File: src/rtl/pipeline_ctrl_if.sv
// pipeline_ctrl_if: hazard inputs from ID/EX/MEM and enable/bubble/counter outputs of the pipeline controller.
interface pipeline_ctrl_if #(parameter int CNT_W = 16);
  logic [4:0] i_id_rs1, i_id_rs2, i_ex_rd;
  logic i_id_use_rs1, i_id_use_rs2, i_ex_is_load, i_br_taken, i_mem_req, i_mem_ready;
  logic o_pc_en, o_en_s1, o_en_s2, o_en_s3, o_en_s4, o_bub_s1, o_bub_s2, o_mem_err;
  logic [1:0] o_state;
  logic [CNT_W-1:0] o_stall_cnt, o_flush_cnt;
  modport master (
    output i_id_rs1, i_id_rs2, i_ex_rd, i_id_use_rs1, i_id_use_rs2, i_ex_is_load,
    output i_br_taken, i_mem_req, i_mem_ready,
    input o_pc_en, o_en_s1, o_en_s2, o_en_s3, o_en_s4, o_bub_s1, o_bub_s2, o_mem_err,
    input o_state, o_stall_cnt, o_flush_cnt
  );
  modport slave (
    input i_id_rs1, i_id_rs2, i_ex_rd, i_id_use_rs1, i_id_use_rs2, i_ex_is_load,
    input i_br_taken, i_mem_req, i_mem_ready,
    output o_pc_en, o_en_s1, o_en_s2, o_en_s3, o_en_s4, o_bub_s1, o_bub_s2, o_mem_err,
    output o_state, o_stall_cnt, o_flush_cnt
  );
endinterface

File: src/rtl/pipeline_ctrl.sv
// pipeline_ctrl: 5-stage pipeline hazard controller (load-use stall, branch flush, memory wait) with saturating counters.
module pipeline_ctrl #(
  parameter int LOAD_LAT    = 1,
  parameter int MEM_TIMEOUT = 255,
  parameter int CNT_W       = 16
) (
  input logic clk,
  input logic rst,
  pipeline_ctrl_if.slave bus
);
  typedef enum logic [1:0] {RUN = 2'd0, LSTALL = 2'd1, MWAIT = 2'd2, FLUSH = 2'd3} state_t;
  state_t r_state, w_nxt;
  logic [2:0] r_lat, w_lat_n;
  logic [7:0] r_wait, w_wait_n;
  logic [CNT_W-1:0] r_stall, r_flush;
  logic w_hazard, w_memwait, w_run, w_pc_en, w_bub1, w_bub2, w_err, w_flush_inc;
  logic [3:0] w_en;
  assign w_memwait = bus.i_mem_req && !bus.i_mem_ready;
  assign w_hazard = bus.i_ex_is_load && bus.i_ex_rd != 5'd0 &&
                    ((bus.i_id_use_rs1 && bus.i_id_rs1 == bus.i_ex_rd) ||
                     (bus.i_id_use_rs2 && bus.i_id_rs2 == bus.i_ex_rd));
  // w_run: this cycle resolves hazards exactly as in RUN (also on MWAIT release, so a held branch is re-seen)
  always_comb begin
    w_pc_en = 1'b1;
    w_en = 4'hf;
    w_bub1 = 1'b0;
    w_bub2 = 1'b0;
    w_err = 1'b0;
    w_flush_inc = 1'b0;
    w_nxt = r_state;
    w_lat_n = r_lat;
    w_wait_n = r_wait;
    w_run = 1'b0;
    case (r_state)
      RUN: w_run = 1'b1;
      LSTALL: begin
        w_run = w_memwait || bus.i_br_taken;
        w_pc_en = w_run;
        w_en[0] = w_run;
        w_bub2 = !w_run;
        w_lat_n = r_lat + 3'd1;
        w_nxt = (r_lat == 3'(LOAD_LAT - 1)) ? RUN : LSTALL;
      end
      MWAIT: begin
        w_run = bus.i_mem_ready;
        w_err = !bus.i_mem_ready && r_wait == 8'(MEM_TIMEOUT);
        w_pc_en = bus.i_mem_ready || w_err;
        w_en = w_pc_en ? 4'hf : 4'h0;
        w_wait_n = r_wait + 8'd1;
        w_nxt = w_err ? RUN : MWAIT;
      end
      FLUSH: begin
        w_run = w_memwait;
        w_bub1 = 1'b1;
        w_nxt = RUN;
      end
      default: w_nxt = RUN;
    endcase
    if (w_run) begin
      w_pc_en = !(w_memwait || (!bus.i_br_taken && w_hazard));
      w_en = w_memwait ? 4'h0 : (!bus.i_br_taken && w_hazard) ? 4'he : 4'hf;
      w_bub1 = !w_memwait && bus.i_br_taken;
      w_bub2 = !w_memwait && (bus.i_br_taken || w_hazard);
      w_flush_inc = !w_memwait && bus.i_br_taken;
      w_wait_n = 8'd1;
      w_lat_n = 3'd1;
      w_nxt = w_memwait ? MWAIT : bus.i_br_taken ? FLUSH :
              (w_hazard && LOAD_LAT > 1) ? LSTALL : RUN;
    end
    if (rst) begin
      w_pc_en = 1'b0;
      w_en = 4'h0;
      w_bub1 = 1'b1;
      w_bub2 = 1'b1;
      w_err = 1'b0;
    end
  end
  always_ff @(posedge clk) begin
    if (rst) begin
      r_state <= RUN;
      r_lat <= '0;
      r_wait <= '0;
      r_stall <= '0;
      r_flush <= '0;
    end else begin
      r_state <= w_nxt;
      r_lat <= w_lat_n;
      r_wait <= w_wait_n;
      if (!w_pc_en && r_stall != '1) r_stall <= r_stall + 1'b1;
      if (w_flush_inc && r_flush != '1) r_flush <= r_flush + 1'b1;
    end
  end
  assign bus.o_pc_en = w_pc_en;
  assign {bus.o_en_s4, bus.o_en_s3, bus.o_en_s2, bus.o_en_s1} = w_en;
  assign bus.o_bub_s1 = w_bub1;
  assign bus.o_bub_s2 = w_bub2;
  assign bus.o_mem_err = w_err;
  assign bus.o_state = r_state;
  assign bus.o_stall_cnt = r_stall;
  assign bus.o_flush_cnt = r_flush;
endmodule

File: src/flat_wrapper.sv
// flat-port wrapper written by rule: the top's interface ports become plain ports
module pipeline_ctrl_flat 
#(
  parameter int LOAD_LAT    = 1,
  parameter int MEM_TIMEOUT = 255,
  parameter int CNT_W       = 16
)
  (clk, rst, bus_i_id_rs1, bus_i_id_rs2, bus_i_ex_rd, bus_i_id_use_rs1, bus_i_id_use_rs2, bus_i_ex_is_load, bus_i_br_taken, bus_i_mem_req, bus_i_mem_ready, bus_o_pc_en, bus_o_en_s1, bus_o_en_s2, bus_o_en_s3, bus_o_en_s4, bus_o_bub_s1, bus_o_bub_s2, bus_o_mem_err, bus_o_state, bus_o_stall_cnt, bus_o_flush_cnt);
  pipeline_ctrl_if #(.CNT_W(CNT_W)) bus_i ();
  input logic clk;
  input logic rst;
  input wire logic [$bits(bus_i.i_id_rs1)-1:0] bus_i_id_rs1;
  input wire logic [$bits(bus_i.i_id_rs2)-1:0] bus_i_id_rs2;
  input wire logic [$bits(bus_i.i_ex_rd)-1:0] bus_i_ex_rd;
  input wire logic [$bits(bus_i.i_id_use_rs1)-1:0] bus_i_id_use_rs1;
  input wire logic [$bits(bus_i.i_id_use_rs2)-1:0] bus_i_id_use_rs2;
  input wire logic [$bits(bus_i.i_ex_is_load)-1:0] bus_i_ex_is_load;
  input wire logic [$bits(bus_i.i_br_taken)-1:0] bus_i_br_taken;
  input wire logic [$bits(bus_i.i_mem_req)-1:0] bus_i_mem_req;
  input wire logic [$bits(bus_i.i_mem_ready)-1:0] bus_i_mem_ready;
  output wire logic [$bits(bus_i.o_pc_en)-1:0] bus_o_pc_en;
  output wire logic [$bits(bus_i.o_en_s1)-1:0] bus_o_en_s1;
  output wire logic [$bits(bus_i.o_en_s2)-1:0] bus_o_en_s2;
  output wire logic [$bits(bus_i.o_en_s3)-1:0] bus_o_en_s3;
  output wire logic [$bits(bus_i.o_en_s4)-1:0] bus_o_en_s4;
  output wire logic [$bits(bus_i.o_bub_s1)-1:0] bus_o_bub_s1;
  output wire logic [$bits(bus_i.o_bub_s2)-1:0] bus_o_bub_s2;
  output wire logic [$bits(bus_i.o_mem_err)-1:0] bus_o_mem_err;
  output wire logic [$bits(bus_i.o_state)-1:0] bus_o_state;
  output wire logic [$bits(bus_i.o_stall_cnt)-1:0] bus_o_stall_cnt;
  output wire logic [$bits(bus_i.o_flush_cnt)-1:0] bus_o_flush_cnt;
  assign bus_i.i_id_rs1 = bus_i_id_rs1;
  assign bus_i.i_id_rs2 = bus_i_id_rs2;
  assign bus_i.i_ex_rd = bus_i_ex_rd;
  assign bus_i.i_id_use_rs1 = bus_i_id_use_rs1;
  assign bus_i.i_id_use_rs2 = bus_i_id_use_rs2;
  assign bus_i.i_ex_is_load = bus_i_ex_is_load;
  assign bus_i.i_br_taken = bus_i_br_taken;
  assign bus_i.i_mem_req = bus_i_mem_req;
  assign bus_i.i_mem_ready = bus_i_mem_ready;
  assign bus_o_pc_en = bus_i.o_pc_en;
  assign bus_o_en_s1 = bus_i.o_en_s1;
  assign bus_o_en_s2 = bus_i.o_en_s2;
  assign bus_o_en_s3 = bus_i.o_en_s3;
  assign bus_o_en_s4 = bus_i.o_en_s4;
  assign bus_o_bub_s1 = bus_i.o_bub_s1;
  assign bus_o_bub_s2 = bus_i.o_bub_s2;
  assign bus_o_mem_err = bus_i.o_mem_err;
  assign bus_o_state = bus_i.o_state;
  assign bus_o_stall_cnt = bus_i.o_stall_cnt;
  assign bus_o_flush_cnt = bus_i.o_flush_cnt;
  pipeline_ctrl #(.LOAD_LAT(LOAD_LAT), .MEM_TIMEOUT(MEM_TIMEOUT), .CNT_W(CNT_W)) u_core (.clk(clk), .rst(rst), .bus(bus_i));
endmodule
File: config.mk
export PLATFORM = sky130hd
export DESIGN_NAME = pipeline_ctrl_flat
export DESIGN_NICKNAME = d
export VERILOG_FILES = /design/src/rtl/pipeline_ctrl_if.sv /design/src/rtl/pipeline_ctrl.sv /design/src/flat_wrapper.sv
export SDC_FILE = /design/constraint.sdc
export NUM_CORES = 1
export LEC_CHECK = 0
export ABC_AREA = 1
export BUFFER_PORTS_ARGS = -buffer_cell sky130_fd_sc_hd__clkbuf_2
export CORE_ASPECT_RATIO = 1.75
export CORE_MARGIN = 5
export CORE_UTILIZATION = 55
export CTS_BUF_LIST = sky130_fd_sc_hd__clkbuf_4 sky130_fd_sc_hd__clkbuf_8 sky130_fd_sc_hd__clkbuf_16
export CTS_CLUSTER_DIAMETER = 100
export DETAILED_ROUTE_END_ITERATION = 12
export GPL_TIMING_DRIVEN = 0
export PLACE_DENSITY = 0.83
export SLEW_MARGIN = 30
export SYNTH_ARGS = -nofsm -noshare
export SYNTH_HDL_FRONTEND = slang
export SYNTH_SLANG_ARGS = --single-unit
File: constraint.sdc
create_clock -name clk -period 3 [get_ports clk]
set_clock_uncertainty 0.2 [all_clocks]
set_input_delay 0.6 -clock clk [delete_from_list [all_inputs] [get_ports clk]]
set_output_delay 0.6 -clock clk [all_outputs]
set_load 0.02 [all_outputs]
==> impl_metrics.json, run 1 <==
{
  "crit_slowest_cell": "dfxtp_4",
  "hold_start": "u_core.r_lat[2]$_SDFFE_PP0P_",
  "synth_edf_count": 0,
  "r2r_cells": 17,
  "power.density_mw_per_mm2": 576,
  "dr.first_iter.drc_count": 165,
  "r2r_end": "u_core.bus.o_stall_cnt[11]$_SDFFE_PP0P_",
  "report.final.slew_viol_count": 0,
  "worst_path_most_repeated_cell": "nand2_1",
  "drive_above_1_share": 0.205,
  "path_clk_slew_ps": 90,
  "antenna_found_initial": 0,
  "worstSetupPathType": "reg -> out",
  "vias_per_cell": 5.12,
  "status": "completed",
  "hpwl_um": 5610,
  "synthFlopType": "dfxtp_1",
  "grt_pass1_wl_um": 12100,
  "vias": 3032,
  "setup_slack_ps": 74.1,
  "p_leak_nw": 1.63,
  "drv_cap": 0,
  "pin_count": 65,
  "arrival_ps": 2130,
  "clockBufferDepth": 2,
  "cpPeakStageDelay_ps": 370,
  "overflow": 0,
  "hold_viol": 0,
  "grt_max_degree": 16,
  "area_delta_synth_final_pct": 17.6,
  "slew_headroom": 0.681,
  "ys_seq_area_frac": 0.309,
  "antenna_cells": 0,
  "synth_nets": 494,
  "min_path_type": "reg -> reg",
  "max_freq_mhz": 342,
  "track_usage": 0.213,
  "min_period_ps": 2930,
  "syn-cell-area_sq_mm": 0.00291,
  "worst_ir_drop_vdd_mv": 0.347,
  "reg2reg_slack_ps": 660,
  "die_x_um": 65.0,
  "htreeDepth": 2,
  "place_congestion": 0.906,
  "period_share": 0.975,
  "finalWirelength_um": 6950,
  "crit_start": "u_core.bus.o_state[0]$_SDFFE_PP0P_",
  "dieHeight_um": 106,
  "clk-insertion-delay-late_ps": 300,
  "rsz0062_at_grt": "true",
  "std_cell_rows": 35,
  "first_global_vias": 2955,
  "critPathLaunchType": "register",
  "drc_errors": 0,
  "start_util": 0.559,
  "critical_path.endpoint": "bus_o_pc_en",
  "utilization": 0.658,
  "cts_tree": "done",
  "r2r_start": "u_core.bus.o_state[0]$_SDFFE_PP0P_",
  "async_reset_ff_frac": 0,
  "die_area_sq_mm": 0.00691,
  "firstDrtPassIters": 4,
  "worst_ep_required_time_ps": 2200,
  "numPortBuffers": 63,
  "tightestPinTransition_ps": 479,
  "cts_buffers": 5,
  "cts-root-buf": "clkbuf_8",
  "syn_avg_cell_area_sq_um": 6.31,
  "cp_cell_sequence": "inv_1, ha_1, buf_6, nand2_1, nand2_1, nor2_2, nand2_2, nand2_1, nand2_1, nor2_2, nand2_2, inv_2, buf_4, clkbuf_2",
  "synthCells": 462,
  "core_sq_mm": 0.00521,
  "setup_viol": 0,
  "cts.sink_count": 45,
  "holdPathStages": 2,
  "ant_nets": 0,
  "yosysWarnings": 0,
  "dpl_worst_slack_ps": 33.3,
  "final_nets": 568,
  "wl_per_cell_um": 11.7,
  "synth-seq-cells": 45,
  "synth_cell_types": 32,
  "crit_path_end_kind": "primary output",
  "critPathMaxFanout": 8
}
[sequential cells by signal, indices dropped and copies added (netlist names)]
name                    count
u_core.bus.o_flush_cnt     16
u_core.bus.o_stall_cnt     16
u_core.r_wait               8
u_core.r_lat                3
u_core.bus.o_state          2
[logic make-up (layout without fill, tap and decap cells)]
logic type / Yosys count / after routing / synth area share
AOI/OAI and AO/OA: 45 / 45 / 0.0794
xor gates and xnor gates: 20 / 20 / 0.0601
adders and majority gates: 9 / 9 / 0.0386
buffers and inverters: 77 / 152 / 0.116
DFF: 45 / 45 / 0.309
and+or+nand+nor: 266 / 266 / 0.397
[worst min path at each step]
stage / endpoint / slack [ps]
CTS: u_core.r_lat[2]$_SDFFE_PP0P_ / 270
finish: u_core.r_lat[2]$_SDFFE_PP0P_ / 270
floorplan: u_core.r_lat[2]$_SDFFE_PP0P_ / 240
global placement: u_core.r_lat[2]$_SDFFE_PP0P_ / 250
detailed placement: u_core.r_lat[2]$_SDFFE_PP0P_ / 260
global route: u_core.r_lat[2]$_SDFFE_PP0P_ / 300
[timing repair]
action,in CTS,in global routing
pin swaps,3,0
buffers inserted,4,0
hold buffers,0,0
resized for setup,3,2
endpoints found under the setup margin,2,2
[placed cells by master, fill, tap and decap left out, types with 9 or more instances in the layout]
master and instances:
nand2_1 125, nor2_1 72, clkbuf_2 63, inv_1 59, dfxtp_1 44, a21oi_1 31, nand3_1 28, xor2_1 18
o21ai_0 10, nor3_1 10, ha_1 9
[area by class of cell]
class                   instances  area (sq um)
plain buffers                  13          95.1
flip-flops and latches         45           905
inverters                      64           243
repair buffers                 67           345
multi-input cells             340          1680
well taps                      55          68.8
clock buffers                   5          68.8
clock inverters                 3          21.3
fillers                       483          1780
[worst max-delay path: cells and delay by family (launching register included)]
kind / cells / cell delay (ps)
fa+ha+maj: 1 / 200
buf+inv: 5 / 530
flops: 1 / 370
simple gates: 8 / 740
[synthesized netlist by cell type, types with 4 or more instances]
library cell	instances	area, sq um
nand2_1	125	469
nor2_1	74	278
inv_1	60	225
dfxtp_1	45	901
a21oi_1	31	155
nand3_1	28	140
xor2_1	18	158
nor3_1	10	50.1
o21ai_0	10	50.1
ha_1	9	113
nand2_2	7	43.8
nand4_1	5	31.3
buf_2	4	20.0
buf_6	4	45.0
nand3b_1	4	30.0
[per-stage QoR]
step	hold WS, ps	instances	setup TNS (ps)	power (mW)	instance area, sq um
finish	272	592	0	1.97	3430
CTS	274	592	0	1.99	3420
global placement	252	580	0	1.54	3300
detailed placement	261	580	0	1.56	3300
global route	295	592	-27.5	2.11	3430
floorplan	243	462	0	1.33	2910
[report_power, final]
group / switching (mW) / internal [mW] / total (mW)
Sequential: 0.0843 / 0.672 / 0.757
Clock: 0.216 / 0.165 / 0.382
Combinational: 0.520 / 0.316 / 0.836
[routing by layer]
metal | wire, um | vias up | global-route usage
met3 | 290 | 9 | 0.0211
met5 | 0 | - | 0
met4 | 119 | 0 | 0.0772
met2 | 3850 | 62 | 0.423
li1 | - | 1593 | -
met1 | 2690 | 1368 | 0.222
No activity file was read; power rests on OpenSTA's default activity.
==> run 2, diff against run 1 <==
--- a/config.mk
+++ b/config.mk
@@ -9,12 +9,12 @@
 export BUFFER_PORTS_ARGS = -buffer_cell sky130_fd_sc_hd__clkbuf_2
 export CORE_ASPECT_RATIO = 1.75
 export CORE_MARGIN = 5
-export CORE_UTILIZATION = 55
-export CTS_BUF_LIST = sky130_fd_sc_hd__clkbuf_4 sky130_fd_sc_hd__clkbuf_8 sky130_fd_sc_hd__clkbuf_16
+export CORE_UTILIZATION = 56
+export CTS_BUF_LIST = sky130_fd_sc_hd__clkbuf_8
 export CTS_CLUSTER_DIAMETER = 100
 export DETAILED_ROUTE_END_ITERATION = 12
 export GPL_TIMING_DRIVEN = 0
-export PLACE_DENSITY = 0.83
+export PLACE_DENSITY = 0.84
 export SLEW_MARGIN = 30
 export SYNTH_ARGS = -nofsm -noshare
 export SYNTH_HDL_FRONTEND = slang
==> impl_metrics.json, run 2 (synthesis gave the netlist of run 1 again) <==
{
  "status": "completed",
  "ant_nets": 0,
  "worst_ep_required_time_ps": 2200,
  "path_buf_inv": 5,
  "antenna_found_initial": 0,
  "vias_per_cell": 5.16,
  "min_period_ps": 2860,
  "crit_slowest_cell": "dfxtp_4",
  "multiInputGateArea_sq_mm": 0.00168,
  "min_path_type": "reg -> reg",
  "dieHeight_um": 105,
  "p_leak_nw": 1.64,
  "worst-path-stages": 12,
  "track_usage": 0.203,
  "setup_viol": 0,
  "antenna_cells": 0,
  "setup_tns_ps": 0,
  "firstDrtPassIters": 4,
  "cp_cell_sequence": "inv_1, ha_1, buf_6, nand2_1, nand2_1, nor2_2, nand2_2, buf_4, nor2_1, nor2_1, buf_4, clkbuf_2",
  "power.density_mw_per_mm2": 593,
  "critPathLaunchType": "register",
  "cp_top_family": "buffers and inverters",
  "final_common_cell": "nand2_1",
  "overflow": 0,
  "hpwl_um": 5340,
  "clk-insertion-delay-late_ps": 300,
  "ff_latch_area_sq_um": 905,
  "arrival_ps": 2060,
  "numPortBuffers": 63,
  "cts_tree": "done",
  "grt_pass1_wl_um": 11400,
  "place_congestion": 0.894,
  "final.fill_count": 465,
  "worstSetupPathType": "reg -> out",
  "pin_count": 65,
  "die_x_um": 64.5,
  "utilization": 0.685,
  "cts-root-buf": "clkbuf_8",
  "period_share": 0.953,
  "cpPeakStageDelay_ps": 380,
  "drive_above_1_share": 0.200,
  "cts_buffers": 5,
  "critPathMaxFanout": 8,
  "start_util": 0.581,
  "final_cell_mix": "nand2_1, nor2_1, clkbuf_2, inv_1, dfxtp_1",
  "r2r_cells": 17,
  "vias": 3041,
  "reg2reg_slack_ps": 710,
  "cts.sink_count": 45,
  "wl_per_cell_um": 11.6,
  "std_cell_rows": 34,
  "slew_headroom": 0.671,
  "clockBufferDepth": 2,
  "final_nets": 566,
  "dr.first_iter.drc_count": 122,
  "report.final.slew_viol_count": 0,
  "tightestPinTransition_ps": 493,
  "htreeDepth": 2,
  "holdPathStages": 2,
  "max_freq_mhz": 350,
  "area_delta_synth_final_pct": 18.0,
  "drc_errors": 0,
  "finalWirelength_um": 6860,
  "first_global_vias": 2854,
  "core_sq_mm": 0.00502,
  "grt_max_degree": 14,
  "crit_path_end_kind": "primary output",
  "path_clk_slew_ps": 80,
  "die_area_sq_mm": 0.00680,
  "drv_cap": 0,
  "hold_viol": 0,
  "worst_ir_drop_vdd_mv": 0.370
}
==> run 2: cell types whose count changed in the layout (fill, tap and decap cells not counted) <==
| cell | change |
|---|---|
| bufinv_16 | +1 |
| inv_1 | +1 |
| inv_6 | -1 |
| clkbuf_8 | +1 |
| clkinv_2 | -1 |
| clkinvlp_4 | -1 |
| clkbuf_2 | -1 |
| buf_4 | -1 |
==> run 2: metrics by stage <==
step                setup slack, ps  hold slack (ps)  area [sq um]  cells  total power [mW]
finish                          140              274          3440    589              2.04
global route                  -6.63              309          3440    589              2.18
CTS                            7.68              281          3430    588              2.03
detailed placement             68.3              268          3300    579              1.55
global placement                109              250          3300    579              1.53
floorplan                       192              243          2910    462              1.33
==> run 2: final cells by class <==
cell class	instances	area share
Multi-Input combinational cell	340	0.489
Sequential cell	45	0.263
Timing Repair Buffer	65	0.0968
Inverter	64	0.0706
Buffer	13	0.0276
Clock buffer	6	0.0240
Tap cell	54	0.0196
Clock inverter	2	0.00982
==> run 2: worst paths after layout <==
kind | startpoint | endpoint
setup / recovery | u_core.bus.o_state[0]$_SDFFE_PP0P_ | bus_o_en_s3
hold / removal | u_core.r_lat[2]$_SDFFE_PP0P_ | u_core.r_lat[2]$_SDFFE_PP0P_
setup reg to reg | u_core.bus.o_state[0]$_SDFFE_PP0P_ | u_core.bus.o_stall_cnt[9]$_SDFFE_PP0P_
hold reg to reg | u_core.r_lat[2]$_SDFFE_PP0P_ | u_core.r_lat[2]$_SDFFE_PP0P_
==> run 2: repair_timing <==
action	in CTS	in global routing
gates resized for setup	3	3
pin swaps	1	3
hold buffers	0	0
setup buffers	1	1
setup endpoints to repair	4	4
==> run 2: worst register-to-register path, delay by kind of cell (launching register included) <==
kind          cells  cell delay (ps)
simple gates     11              840
buf+inv           5              580
flops             1              380
fa+ha+maj         1              200
==> run 2: power breakdown <==
part / switching [mW] / total, mW / internal (mW) / leakage, nW
Combinational: 0.511 / 0.812 / 0.301 / 1.21
Clock: 0.202 / 0.471 / 0.268 / 0.0626
Sequential: 0.0857 / 0.758 / 0.672 / 0.367
Total: 0.799 / 2.04 / 1.24 / 1.64
==> run 2: metal layers <==
layer | GRT usage | vias up | routed length (um)
li1 | - | 1587 | -
met1 | 0.189 | 1351 | 2600
met2 | 0.396 | 81 | 3700
met3 | 0.0405 | 22 | 345
met4 | 0.107 | 0 | 210
met5 | 0 | - | 0
